==> config.mk <==
export PLATFORM = sky130hd
export DESIGN_NAME = sim_status_monitor
export DESIGN_NICKNAME = d
export VERILOG_FILES = /design/src/rtl/sim_status_monitor.sv
export SDC_FILE = /design/constraint.sdc
export NUM_CORES = 1
export LEC_CHECK = 0
export ABC_AREA = 1
export CAP_MARGIN = 5
export CORE_ASPECT_RATIO = 1.4
export CORE_MARGIN = 2
export CORE_UTILIZATION = 49
export CTS_BUF_LIST = sky130_fd_sc_hd__clkbuf_16
export DETAILED_ROUTE_END_ITERATION = 16
export PLACE_DENSITY = 0.95
export SLEW_MARGIN = 20
export SYNTH_ARGS = -nofsm -noshare
export SYNTH_HDL_FRONTEND = slang
export SYNTH_SLANG_ARGS = --single-unit
==> constraint.sdc <==
create_clock -name clk -period 19.7 [get_ports clk]
set_input_delay 5.91 -clock clk [delete_from_list [all_inputs] [get_ports clk]]
set_output_delay 5.91 -clock clk [all_outputs]
set_load 0.02 [all_outputs]
==> src/rtl/sim_status_monitor.sv <==
// Simulation-control monitor: pass/fail/timeout status from core write-back channels,
// plus passive AXI console-character capture into a drainable FIFO.
module sim_status_monitor #(
  parameter int                WB_CH        = 2,
  parameter int                DATA_W       = 128,
  parameter int                ADDR_W       = 32,
  parameter logic [ADDR_W-1:0] CONSOLE_ADDR = 32'h01ff_fff0,
  parameter logic [63:0]       PASS_VAL     = 64'h0000_0004_4433_3222,
  parameter logic [63:0]       FAIL_VAL     = 64'h0000_0023_8234_8720,
  parameter logic [31:0]       MAX_CYCLES   = 32'h0300_0000,
  parameter int                FIFO_DEPTH   = 16
) (
  input  logic                  clk,
  input  logic                  rst,
  input  logic [WB_CH-1:0]      wb_vld,
  input  logic [64*WB_CH-1:0]   wb_data,
  input  logic                  aw_valid,
  input  logic                  aw_ready,
  input  logic [ADDR_W-1:0]     aw_addr,
  input  logic [7:0]            aw_len,
  input  logic                  w_valid,
  input  logic                  w_ready,
  input  logic                  w_last,
  input  logic [DATA_W-1:0]     w_data,
  input  logic [DATA_W/8-1:0]   w_strb,
  output logic                  char_vld,
  output logic [7:0]            char_data,
  input  logic                  char_rdy,
  output logic                  done,
  output logic                  pass,
  output logic                  fail,
  output logic                  timeout,
  output logic [31:0]           cycle_cnt,
  output logic [7:0]            drop_cnt,
  output logic                  aw_ovf
);
  localparam int SW    = DATA_W / 8;
  localparam int LANES = DATA_W / 32;
  localparam int PW    = $clog2(FIFO_DEPTH);
  localparam logic [SW-1:0] LANE0_STRB = SW'(4'hf);

  // Handshakes: a beat transfers on a cycle where valid and ready are both 1.
  logic aw_hs, w_hs;
  assign aw_hs = aw_valid && aw_ready;
  assign w_hs  = w_valid && w_ready;

  // ---------------- status FSM ----------------
  typedef enum logic [1:0] {S_RUN, S_PASS, S_FAIL, S_TOUT} state_t;
  state_t state, state_nxt;
  logic   fail_hit, pass_hit, tout_hit;

  always_comb begin
    fail_hit = 1'b0;
    pass_hit = 1'b0;
    for (int k = 0; k < WB_CH; k++) begin
      if (wb_vld[k] && (wb_data[64*k +: 64] == FAIL_VAL)) fail_hit = 1'b1;
      if (wb_vld[k] && (wb_data[64*k +: 64] == PASS_VAL)) pass_hit = 1'b1;
    end
    tout_hit  = (MAX_CYCLES != 32'd0) && (cycle_cnt == MAX_CYCLES - 32'd1);
    state_nxt = state;
    if (state == S_RUN) begin
      if (fail_hit)      state_nxt = S_FAIL;
      else if (pass_hit) state_nxt = S_PASS;
      else if (tout_hit) state_nxt = S_TOUT;
    end
  end

  // The counter counts the exiting cycle on pass/fail, but holds at MAX_CYCLES-1 on timeout.
  always_ff @(posedge clk or posedge rst) begin
    if (rst) begin
      state     <= S_RUN;
      cycle_cnt <= '0;
    end else begin
      state <= state_nxt;
      if (state == S_RUN && state_nxt != S_TOUT) cycle_cnt <= cycle_cnt + 32'd1;
    end
  end

  assign done    = (state != S_RUN);
  assign pass    = (state == S_PASS);
  assign fail    = (state == S_FAIL);
  assign timeout = (state == S_TOUT);

  // ---------------- AW-tag queue (console bit per outstanding burst) ----------------
  logic       aq_mem [4];
  logic [2:0] aq_wr, aq_rd;
  logic       aq_empty, aq_full, aw_con, head_vld, head_con, aq_push, aq_pop;

  assign aw_con   = (aw_len == 8'd0) && (aw_addr == CONSOLE_ADDR);
  assign aq_empty = (aq_wr == aq_rd);
  assign aq_full  = (aq_wr[2] != aq_rd[2]) && (aq_wr[1:0] == aq_rd[1:0]);
  // Bypass lets a W beat in the same cycle as its AW see the new tag.
  assign head_vld = !aq_empty || aw_hs;
  assign head_con = aq_empty ? aw_con : aq_mem[aq_rd[1:0]];
  assign aq_push  = aw_hs && !aq_full;
  assign aq_pop   = w_hs && w_last && head_vld;

  always_ff @(posedge clk or posedge rst) begin
    if (rst) begin
      aq_wr  <= '0;
      aq_rd  <= '0;
      aw_ovf <= 1'b0;
      for (int i = 0; i < 4; i++) aq_mem[i] <= 1'b0;
    end else begin
      if (aq_push) begin
        aq_mem[aq_wr[1:0]] <= aw_con;
        aq_wr              <= aq_wr + 3'd1;
      end
      if (aq_pop) aq_rd <= aq_rd + 3'd1;
      if (aw_hs && aq_full) aw_ovf <= 1'b1;
    end
  end

  // ---------------- character extraction ----------------
  logic       lane_hit, ext_vld;
  logic [7:0] lane_byte, ext_byte;
  logic       unused_bits;
  assign unused_bits = ^w_data;

  always_comb begin
    lane_hit  = 1'b0;
    lane_byte = 8'd0;
    for (int j = 0; j < LANES; j++) begin
      if (w_strb == (LANE0_STRB << (4*j))) begin
        lane_hit  = 1'b1;
        lane_byte = w_data[32*j +: 8];
      end
    end
  end

  always_ff @(posedge clk or posedge rst) begin
    if (rst) begin
      ext_vld  <= 1'b0;
      ext_byte <= 8'd0;
    end else begin
      ext_vld  <= w_hs && head_vld && head_con && lane_hit;
      ext_byte <= lane_byte;
    end
  end

  // ---------------- character FIFO ----------------
  logic [7:0]  cf_mem [FIFO_DEPTH];
  logic [PW:0] cf_wr, cf_rd;
  logic        cf_full, cf_pop, cf_push;

  assign cf_full   = (cf_wr[PW] != cf_rd[PW]) && (cf_wr[PW-1:0] == cf_rd[PW-1:0]);
  assign char_vld  = (cf_wr != cf_rd);
  assign char_data = cf_mem[cf_rd[PW-1:0]];
  assign cf_pop    = char_vld && char_rdy;
  assign cf_push   = ext_vld && (!cf_full || cf_pop);

  always_ff @(posedge clk or posedge rst) begin
    if (rst) begin
      cf_wr    <= '0;
      cf_rd    <= '0;
      drop_cnt <= 8'd0;
      for (int i = 0; i < FIFO_DEPTH; i++) cf_mem[i] <= 8'd0;
    end else begin
      if (cf_push) begin
        cf_mem[cf_wr[PW-1:0]] <= ext_byte;
        cf_wr                 <= cf_wr + 1'b1;
      end
      if (cf_pop) cf_rd <= cf_rd + 1'b1;
      if (ext_vld && cf_full && !cf_pop && drop_cnt != 8'hff) drop_cnt <= drop_cnt + 8'd1;
    end
  end
endmodule
Word level (Yosys, flattened, before mapping)
Cells that the tools add are included.

word-level totals
  input port bits = 322
  output and inout bits = 54
  register bits = 200
  word-level logic and storage cells = 129

cells by class
  mux-type cells = 29
  reduce and logical (&&, ||, !) cells = 33
  equality and inequality tests = 21
  add/sub/neg operators = 6
  $lt $le $gt $ge = 6
  bitwise logic cells = 4

operators by type and width
  cell                   number
  $bwmux 128             1
  $eq 64x35->1 const B   2
  $eq 64x38->1 const B   2
  $mux 8                 7
  $add 32x1->32 const B  1
  $bmux 8 s4             1
  $demux 8 s4            1
  $eq 32x25->1 const B   1
  $eq 32x26->1 const B   1
  $logic_and 1x1->1      24
  $eq 16x12->1 const B   1
  $eq 16x16->1 const B   1
  $eq 16x4->1 const B    1
  $eq 16x8->1 const B    1
  $mux 1                 12
  $add 5x1->5 const B    2
  $ge 5x5->1 const B     2
  $not 4->5              2
  $add 8x1->8 const B    1
  $logic_not 8->1        1
  $mux 2                 4
  $ne 8x8->1 const B     1
  $add 3x1->3 const B    2
  $ge 3x3->1 const B     2
  18 further kinds       25

Longest topological paths before layout
  depth in word-level cells = 9
  depth in mapped cells = 16
  depth with buffers taken out = 15

Least setup slack after synthesis
Ideal clock, no wire load.

  path type = register to output
  start = reg cf_rd[0]
  end = out char_data[1]
  path slack = 12.098 ns
  arrival time = 1.692 ns
  cell stages (with the launch flop) = 9
  required time = 13.790 ns
  buffers on the path = 3
  path through = dfrtp_1 -> clkbuf_1 -> inv_1 -> clkbuf_1 -> clkbuf_1 -> nor2_1 -> o221ai_1 -> o211ai_1 -> nand3_1

between the ends
  cells in the longest elaborated chain, start to end = 4

RTL lines
  element                                     line  RTL
  start, declared                             143   logic [PW:0] cf_wr, cf_rd;
  start signal, assigned                      163   if (cf_pop) cf_rd <= cf_rd + 1'b1;
  $not 4->5 (implied by the code)             148   assign char_data = cf_mem[cf_rd[PW-1:0]];
  $bmux 8 s4                                  148
  $mux 8 (implied by the code) (2 in series)  148
  end, declared                               27    output logic [7:0] char_data,

Every way passes these cells. The select of a mux whose other input is x is not followed.

Worst setup path after layout
  start = reg cf_rd[0]
  end = out char_data[6]

The elaborated chain is that of the path after synthesis.

==> results.json <==
{
  "cts_tree": "yes",
  "clk_latency_ns": 0.45,
  "hold-worst-slack_ns": 0.482,
  "die_h_um": 179,
  "antenna_found_initial": 0,
  "fin_util_pct": 66.5,
  "core_sq_um": 21300,
  "cts_buffers": 17,
  "grt_start_max_net_pins": 137,
  "p_leak_nw": 6.13,
  "vias_per_cell": 5.62,
  "path_class": "flip-flop to output port",
  "hold_violations": 0,
  "ir_drop_mv": 0.0719,
  "mostFrequentLayoutCell": "nand2_1",
  "hp-class": "flip-flop to flip-flop",
  "dieWidth_um": 129,
  "worst_pin_slew_ns": 0.936,
  "crit_arrival_ns": 3.17,
  "start_util_pct": 50.1,
  "grt_overflow": 0,
  "setup_violations": 0,
  "crit_required_ns": 13.79,
  "ios": 376,
  "synth_area_per_cell_sq_um": 7.76,
  "powerDensity_nw_per_um2": 82.8,
  "worstSetupStartpointType": "flip-flop",
  "htreeDepth": 4,
  "cts_setup_buffers": 0,
  "rsz0062_at_grt": "false",
  "globalRouteTotalUtil_pct": 28.2,
  "port_buffers": 279,
  "cts.sinks": 200,
  "ctsResizeCount": 0,
  "drv_cap": 0,
  "yosys_warnings": 0,
  "syn_inst": 1375,
  "antenna_cells": 0,
  "critical_path.max_fanout": 68,
  "fmax_ghz": 0.110,
  "grt_pass1_wl_um": 50600,
  "clock_path_buffers": 2,
  "root_buffer": "clkbuf_16",
  "slew_headroom_pct": 37.6,
  "vias": 10600,
  "drtPass1Iterations": 5,
  "layout_setup_ws_ns": 10.62,
  "setup_tns_ns": 0,
  "finalWeightedCongestion": 0.940,
  "mostFrequentLayoutCells": "nand2_1 (350), clkdlybuf4s50_1 (279), nor2_1 (203)",
  "wl_um": 31800,
  "status": "finished clean",
  "rows": 63,
  "dieArea_sq_um": 23000,
  "syn_nets": 1709,
  "cts_hold_buf": 0,
  "syn_area_sq_um": 10700,
  "finalCritPeriodShare_pct": 46.1,
  "clkTransAtPathRegs_ns": 0.07,
  "drc": 0,
  "ant_nets": 0,
  "cp-end-kind": "output port",
  "wl_per_cell_um": 16.8,
  "clock_skew_ns": 0.0130,
  "grt_pass1_vias": 10500,
  "p_total_mw": 1.17,
  "post-place-ws_ns": 10.48,
  "synth_seq_cells": 200,
  "drive_above_1_share_pct": 4.41,
  "synthDistinctLibCells": 42,
  "dp_hpwl_um": 23500,
  "slew_violations": 0,
  "synth-seq-area-share_pct": 46.9,
  "drt_iter0_markers": 1089,
  "fin_crit_ns": 9.08,
  "fin_nets": 1955,
  "syn_to_final_growth_pct": 32.7
}
power by group:
group / switching (mW) / internal [mW]
clock network: 0.165 / 0.189
registers: 0.0168 / 0.423
logic: 0.222 / 0.156
registers in the layout, indices dropped and copies added (netlist names), 2 cells and up:
signal     flops
aq_mem         4
aq_rd          3
aq_wr          3
cf_mem       128
cf_rd          5
cf_wr          5
cycle_cnt     32
drop_cnt       8
ext_byte       8
state          2
cells in the mapped netlist (all sizes together):
cell	n	area share, %
o21bai	1	0.070
ha	12	1.4
a32o	1	0.094
nand3b	4	0.28
and2	1	0.059
nor4	7	0.41
nor2	208	7.6
o22ai	19	1.1
nor3b	4	0.28
a21oi	6	0.32
o211ai	3	0.21
o41ai	1	0.082
clkbuf	32	1.1
dfrtp	200	47
xnor2	19	1.6
buf	25	1.4
clkinv	5	0.18
or2	3	0.18
nand4	40	2.5
nand3	77	4.4
xor2	30	2.5
mux2	1	0.11
inv	87	3.1
and3	2	0.12
o21ai	201	9.4
o221ai	13	1.1
nand2	355	13
nor3	18	0.95
area by class of cell:
cell class | instances | area, sq um
inverters | 92 | 353
multi-input cells | 1026 | 5040
clock inverters | 15 | 165
fillers | 1671 | 7140
flip-flops and latches | 200 | 5000
clock buffers | 17 | 425
well taps | 260 | 325
repair buffers | 284 | 2830
layer usage:
metal | vias up | global-route usage [%] | share of wire, %
met5 | - | 0 | 0
met4 | 0 | 10.9 | 3.2
met3 | 89 | 7.14 | 10
met2 | 590 | 49.5 | 50
met1 | 4947 | 33.0 | 37
li1 | 5016 | - | -
critical path: stages (launching register included):
cell and delay (ns):
dfrtp_1 0.36, buf_4 0.32, inv_1 0.13, buf_4 0.54, o21ai_0 0.20, o221ai_1 0.24, nand3_1 0.15, nand3_1 0.13
clkdlybuf4s50_1 0.62
cell families (layout without fill, tap and decap cells):
family / count (synthesis) / in the layout / share of synthesized area, %
muxes: 1 / 1 / 0.106
buffers and inverters: 149 / 408 / 5.80
adders and majority gates: 12 / 12 / 1.41
DFF: 200 / 200 / 46.9
xor gates and xnor gates: 49 / 49 / 4.02
and+or+nand+nor: 719 / 719 / 29.3
AOI/OAI and AO/OA: 245 / 245 / 12.4
final timing paths:
check | from | to | cells past startpoint | slack, ns
worst max-delay path | cf_rd[0] | char_data[6] | 8 | 10.62
worst min-delay path | cf_mem[115] | cf_mem[115] | 2 | 0.48
worst max register to register | cf_rd[0] | cf_mem[81] | 10 | 16.69
worst min register to register | cf_mem[115] | cf_mem[115] | 2 | 0.48
max in group asynchronous | rst | cf_mem[103] | 3 | 12.26
min in group asynchronous | rst | cycle_cnt[1] | 2 | 6.06
through the flow:
step,cells,instance area [sq um]
detailed placement,1862,13600
CTS,1894,14100
global placement,1862,13600
floorplan,1375,10700
global route,1894,14100
finish,1894,14100
(Power assumes the default switching activity.)
